--- src/rtl/rs_fp.sv ---
// Two-entry FP reservation station: holds dispatched instructions, captures
// operands from two result broadcast buses, and frees slots on issue pulses.
module rs_fp #(
    parameter int ENTRY_W = 114,
    parameter int TAG_W   = 4
) (
    input  logic               clk,
    input  logic               reset,
    input  logic               dispatch_valid,
    input  logic [ENTRY_W-1:0] dispatch_entry,
    input  logic [TAG_W-1:0]   dispatch_rob_num,
    output logic               dispatch_ready,
    input  logic               cdb0_valid,
    input  logic [TAG_W-1:0]   cdb0_tag,
    input  logic [31:0]        cdb0_data,
    input  logic               cdb1_valid,
    input  logic [TAG_W-1:0]   cdb1_tag,
    input  logic [31:0]        cdb1_data,
    input  logic               fp_0_issue,
    input  logic               fp_1_issue,
    output logic [ENTRY_W-1:0] rs_fp_0,
    output logic [ENTRY_W-1:0] rs_fp_1,
    output logic [TAG_W-1:0]   rs_fp_0_entry_num,
    output logic [TAG_W-1:0]   rs_fp_1_entry_num,
    output logic               selector
);

    logic [1:0]         valid;
    logic [ENTRY_W-1:0] entry [2];
    logic [TAG_W-1:0]   num   [2];
    logic [1:0]         issue;
    logic               do_disp;
    logic               tgt;

    assign issue          = {fp_1_issue, fp_0_issue};
    assign dispatch_ready = !(valid[0] && valid[1]);
    assign do_disp        = dispatch_valid && dispatch_ready;
    assign tgt            = valid[0];

    assign rs_fp_0           = entry[0];
    assign rs_fp_1           = entry[1];
    assign rs_fp_0_entry_num = num[0];
    assign rs_fp_1_entry_num = num[1];

    // Fill any not-ready source whose tag matches a live broadcast; cdb0 has priority.
    function automatic logic [ENTRY_W-1:0] wake(input logic [ENTRY_W-1:0] e);
        logic [ENTRY_W-1:0] w;
        w = e;
        if (!e[37]) begin
            if (cdb0_valid && cdb0_tag == e[41:38]) begin
                w[36:5] = cdb0_data;
                w[37]   = 1'b1;
            end else if (cdb1_valid && cdb1_tag == e[41:38]) begin
                w[36:5] = cdb1_data;
                w[37]   = 1'b1;
            end
        end
        if (!e[74]) begin
            if (cdb0_valid && cdb0_tag == e[78:75]) begin
                w[73:42] = cdb0_data;
                w[74]    = 1'b1;
            end else if (cdb1_valid && cdb1_tag == e[78:75]) begin
                w[73:42] = cdb1_data;
                w[74]    = 1'b1;
            end
        end
        return w;
    endfunction

    // Dispatch only targets a slot free at cycle start, so it outranks the
    // (then ignored) issue on that slot; issue outranks wakeup.
    always_ff @(posedge clk) begin
        if (reset) begin
            valid    <= '0;
            selector <= 1'b0;
            for (int unsigned i = 0; i < 2; i++) begin
                entry[i] <= '0;
                num[i]   <= '0;
            end
        end else begin
            if (do_disp) selector <= tgt;
            for (int unsigned i = 0; i < 2; i++) begin
                if (do_disp && tgt == i[0]) begin
                    valid[i] <= 1'b1;
                    entry[i] <= wake(dispatch_entry);
                    num[i]   <= dispatch_rob_num;
                end else if (issue[i] && valid[i]) begin
                    valid[i] <= 1'b0;
                    entry[i] <= '0;
                    num[i]   <= '0;
                end else if (valid[i]) begin
                    entry[i] <= wake(entry[i]);
                end
            end
        end
    end

endmodule

--- config.mk ---
export PLATFORM = sky130hd
export DESIGN_NAME = rs_fp
export DESIGN_NICKNAME = d
export VERILOG_FILES = /design/src/rtl/rs_fp.sv
export SDC_FILE = /design/constraint.sdc
export NUM_CORES = 1
export LEC_CHECK = 0
export CAP_MARGIN = 10
export CORE_UTILIZATION = 44
export DETAILED_ROUTE_END_ITERATION = 7
export HOLD_SLACK_MARGIN = 0.05
export PLACE_DENSITY = 0.78
export SLEW_MARGIN = 15
export SYNTH_ARGS = -nofsm -noshare
export SYNTH_HDL_FRONTEND = slang
export SYNTH_SLANG_ARGS = --single-unit
--- constraint.sdc ---
create_clock -name clk -period 3.2 [get_ports clk]
set_input_delay 0.32 -clock clk [delete_from_list [all_inputs] [get_ports clk]]
set_output_delay 0.32 -clock clk [all_outputs]
set_load 0.03 [all_outputs]
Word-level counts from Yosys, hierarchy flattened. Memory sizes are Yosys's and may differ from the RTL's. Cells that the tools add are included.

Equal/unequal tests: 12. Multiplexer cells: 82. Bitwise operators: 11. Reduce and logical (&&, ||, !) cells: 21.

Operators by type and width (number): 33-bit 2-to-1 mux (42); 114-bit 2-to-1 mux (6); 4-bit == test (12); 1-bit 2-to-1 mux (30); 1-bit logical AND (18); 4-bit 2-to-1 mux (4); 1-bit OR (10); 2-bit nonzero test (2); 1-bit zero test (1); 1-bit NOT (1).

Flip-flop bits (word level): 3. Memory bits (writable): 236. Output and inout bits: 238. Word-level logic and storage cells: 131. Memories: 2.

Memories: entry (depth 2, bits a word 114, rd ports 2, clocked after memory_dff 0, wr ports 2, RTL line 29) `logic [ENTRY_W-1:0] entry [2];`; num (depth 2, bits a word 4, rd ports 2, clocked after memory_dff 0, wr ports 2, RTL line 30) `logic [TAG_W-1:0] num [2];`.

Depth between registers and ports, before layout.
Word-level depth: 10. Gate-level depth with buffers: 8.

Worst setup path before layout. No wires, ideal clock.

Path kind: register to register. Start: memory entry[0][39]. End: memory entry[0][10], enable pin. Setup time: 0.432 ns. Arrival time: 3.006 ns. Data required time: 2.768 ns. Slack: -0.238 ns. Cell stages (with the launch flop): 6. Path buffers: 0. Clock period less this slack: 3.438 ns. Cells stage by stage: edfxtp_1 -> xnor2_1 -> nand3_1 -> or2_2 -> a21o_1 -> a21oi_1.

RTL lines (RTL line): start, declared (29).

==> out/qor.yml <==
clocking:
  hold_buffers: 0
  cts_made_buffers: 27
  clkTransAtPathRegs_ns: 0.06
  cts_tree: "done"
  h-tree-depth: 1
  cts.root.buffer_cell: "clkbuf_16"
  postCtsSetupBuffers: 0
  clockBufferDepth: 3
  clk-insertion-delay-late_ns: 0.56
  clock-sinks: 239
  cts_resized: 0
synth:
  synth_common_cells: "edfxtp_1 (232), nor3_1 (134), mux2i_1 (132)"
  syn_nets: 1481
  yosysSeqAreaShare_pct: 48.61
  yosysTopAreaCellShare_pct: 47.65
  netlist_instances: 1284
  synth-seq-cells: 239
  synth_area_um2: 14620
  synth_most_common_cell: "edfxtp_1"
  synth_area_per_cell_um2: 11.39
  yosysTopAreaCell: "edfxtp_1"
  synthFlopType: "edfxtp_1"
  ys_types: 47
  synth_warnings: 0
  synthArstFlopShare_pct: 0
  synth.top_cells.by_area: "edfxtp_1 (48%), mux2i_1 (9.0%), o32ai_1 (7.7%)"
  synth-edff-count: 232
grt:
  grt_antenna_before_repair: 5
  grt_pass1_vias: 13690
  grt.total_usage_pct: 33.69
  grt_pass1_wl_mm: 85.62
  overflow: 0
  grt_max_degree: 66
critical_path:
  arrival_ns: 2.74
  criticalPathCategory: "primary input to register"
  path_max_fanout: 12
  worstPathRequired_ns: 3.56
  rrSetupSlack_ns: 0.94
  r2r_cells: 6
  end_kind: "register"
  start_kind: "primary input"
floorplan:
  fp.dieW_um: 184.3
  core-area_um2: 32620
  dieArea_um2: 33960
  start_util_pct: 44.82
  boundaryPins: 435
  rows: 66
  die_h_um: 184.3
sta:
  hold_violations: 0
  min_period_over_period_pct: 74.43
  setup_tns_ns: 0
  fin_ws_ns: 0.8184
  period_needed_ns: 2.382
  final-setup-viol-count: 0
  finalMaxSlewViolations: 0
  max_freq_ghz: 0.4199
  rsz0062_at_grt: "no"
  worstMarginPinSlew_ns: 0.8369
  slew_headroom_pct: 43.78
  final.setup_skew_ns: 0.01281
routing:
  dr.pass1.iters: 5
  drt-total-wl_mm: 58.34
  drc: 0
  drtIter0Drc: 1780
  via_per_inst: 6.344
  vias: 13540
  postRouteAntennaNets: 0
  avgRoutedWirePerCell_um: 27.33
pwr:
  peakVddDrop_v: 0.0005215
  p_leak_nw: 7.905
  power_density_nw_per_um2: 489.6
worst_hold_path:
  hold_depth: 4
  hold_class: "primary input to register"
finish:
  layout-drive-gt1-share_pct: 9.301
  area_growth_pct: 38.93
  fin_nets: 1865
job:
  max_cap_viol_count: 0
outcome:
  status: "completed"
placed_design:
  hpwl_mm: 40.48
  routabilityCongestion: 0.9626
  pre_cts_slack_ns: 0.3136
  io_buffers: 434
==> cell families after synthesis <==
logic type                Yosys count  share of synthesized area, %
buffers and inverters             168                         6.034
muxes                             132                         9.038
DFF                               239                         48.61
xor gates and xnor gates           48                         2.876
AOI/OAI and AO/OA                 286                         16.86
and+or+nand+nor                   411                         16.58
==> registers in the layout (all words and copies together), names as in the netlist <==
register / flops
num: 8
entry: 228
selector: 1
valid: 2
==> metal layers <==
layer  vias up  global-route usage [%]  part of all wire [%]
met1      6400                   38.55                    34
met2      1120                   56.39                    47
met3       229                   10.45                    12
li1       5795                       -                     -
met4         0                   17.83                   6.0
met5         -                       0                     0
==> area by class of cell <==
type | count | area, um2
Sequential cell | 239 | 7107
Tap cell | 442 | 553.0
Clock inverter | 18 | 209.0
Inverter | 37 | 138.9
Clock buffer | 31 | 690.7
Timing Repair Buffer | 486 | 4862
Multi-Input combinational cell | 877 | 6738
Antenna cell | 5 | 12.51
Fill cell | 2578 | 12310
==> cell usage in the layout (no fill, tap or decap), types with 2 or more instances in the layout <==
cell / n
nor2b_1: 40
nor3_2: 2
bufinv_16: 4
and2b_1: 25
nor3_4: 2
o32ai_1: 128
nor2_1: 6
a21oi_1: 6
diode_2: 5
nand3_2: 8
a211oi_2: 30
nor3_1: 134
buf_4: 41
a31oi_4: 2
clkinvlp_4: 3
a21o_1: 7
or3_1: 2
mux2i_1: 132
clkbuf_16: 27
clkbuf_1: 4
a31oi_1: 2
nand2b_2: 2
o21ba_2: 2
edfxtp_1: 232
or2_2: 4
clkinv_2: 3
clkdlybuf4s50_1: 432
nand3b_1: 2
a21oi_4: 4
xnor2_1: 24
nand2_1: 9
and2_1: 103
dfxtp_1: 7
and3_1: 64
buf_12: 11
clkinv_1: 6
xor2_1: 24
buf_2: 2
inv_1: 37
a211oi_1: 99
==> worst max-delay path: stages <==
cell	delay (ns)
clkdlybuf4s50_1	0.58
xor2_1	0.23
nor3_2	0.36
a31o_2	0.47
buf_4	0.31
a211oi_1	0.11
o32ai_1	0.34
==> through the flow <==
| step | area [um2] | instances | hold slack (ns) | power (mW) | utilization, % |
|---|---|---|---|---|---|
| 5_1_grt | 20310 | 2134 | 0.3912 | 10.19 | 62.26 |
| 2_1_floorplan | 14640 | 1284 | 0.4639 | 5.441 | - |
| 6_report | 20310 | 2135 | 0.3917 | 9.945 | 62.27 |
| 4_1_cts | 20300 | 2130 | 0.3338 | 9.938 | 62.23 |
| 3_3_place_gp | 19400 | 2081 | 0.4809 | 6.735 | 59.47 |
| 3_5_place_dp | 19400 | 2081 | 0.4886 | 6.768 | 59.47 |
==> path summary, 6_finish.rpt <==
kind	from	endpoint
max	cdb0_tag[3]	entry[1][61]$_DFFE_PP_
min reg2reg	num[1][3]$_SDFFE_PP0P_	num[1][3]$_SDFFE_PP0P_
max reg2reg	entry[0][41]$_SDFFCE_PN0P_	entry[0][20]$_SDFFCE_PN0P_
min	dispatch_entry[74]	entry[1][74]$_DFFE_PP_
==> report_power, final <==
part           switching (mW)  leakage, nW  total (mW)  internal [mW]
Sequential              0.147         2.55        3.95           3.81
Combinational            1.72         4.92        2.81           1.09
Clock                    1.31        0.430        3.19           1.88
Power figures use the tool's default switching activity.
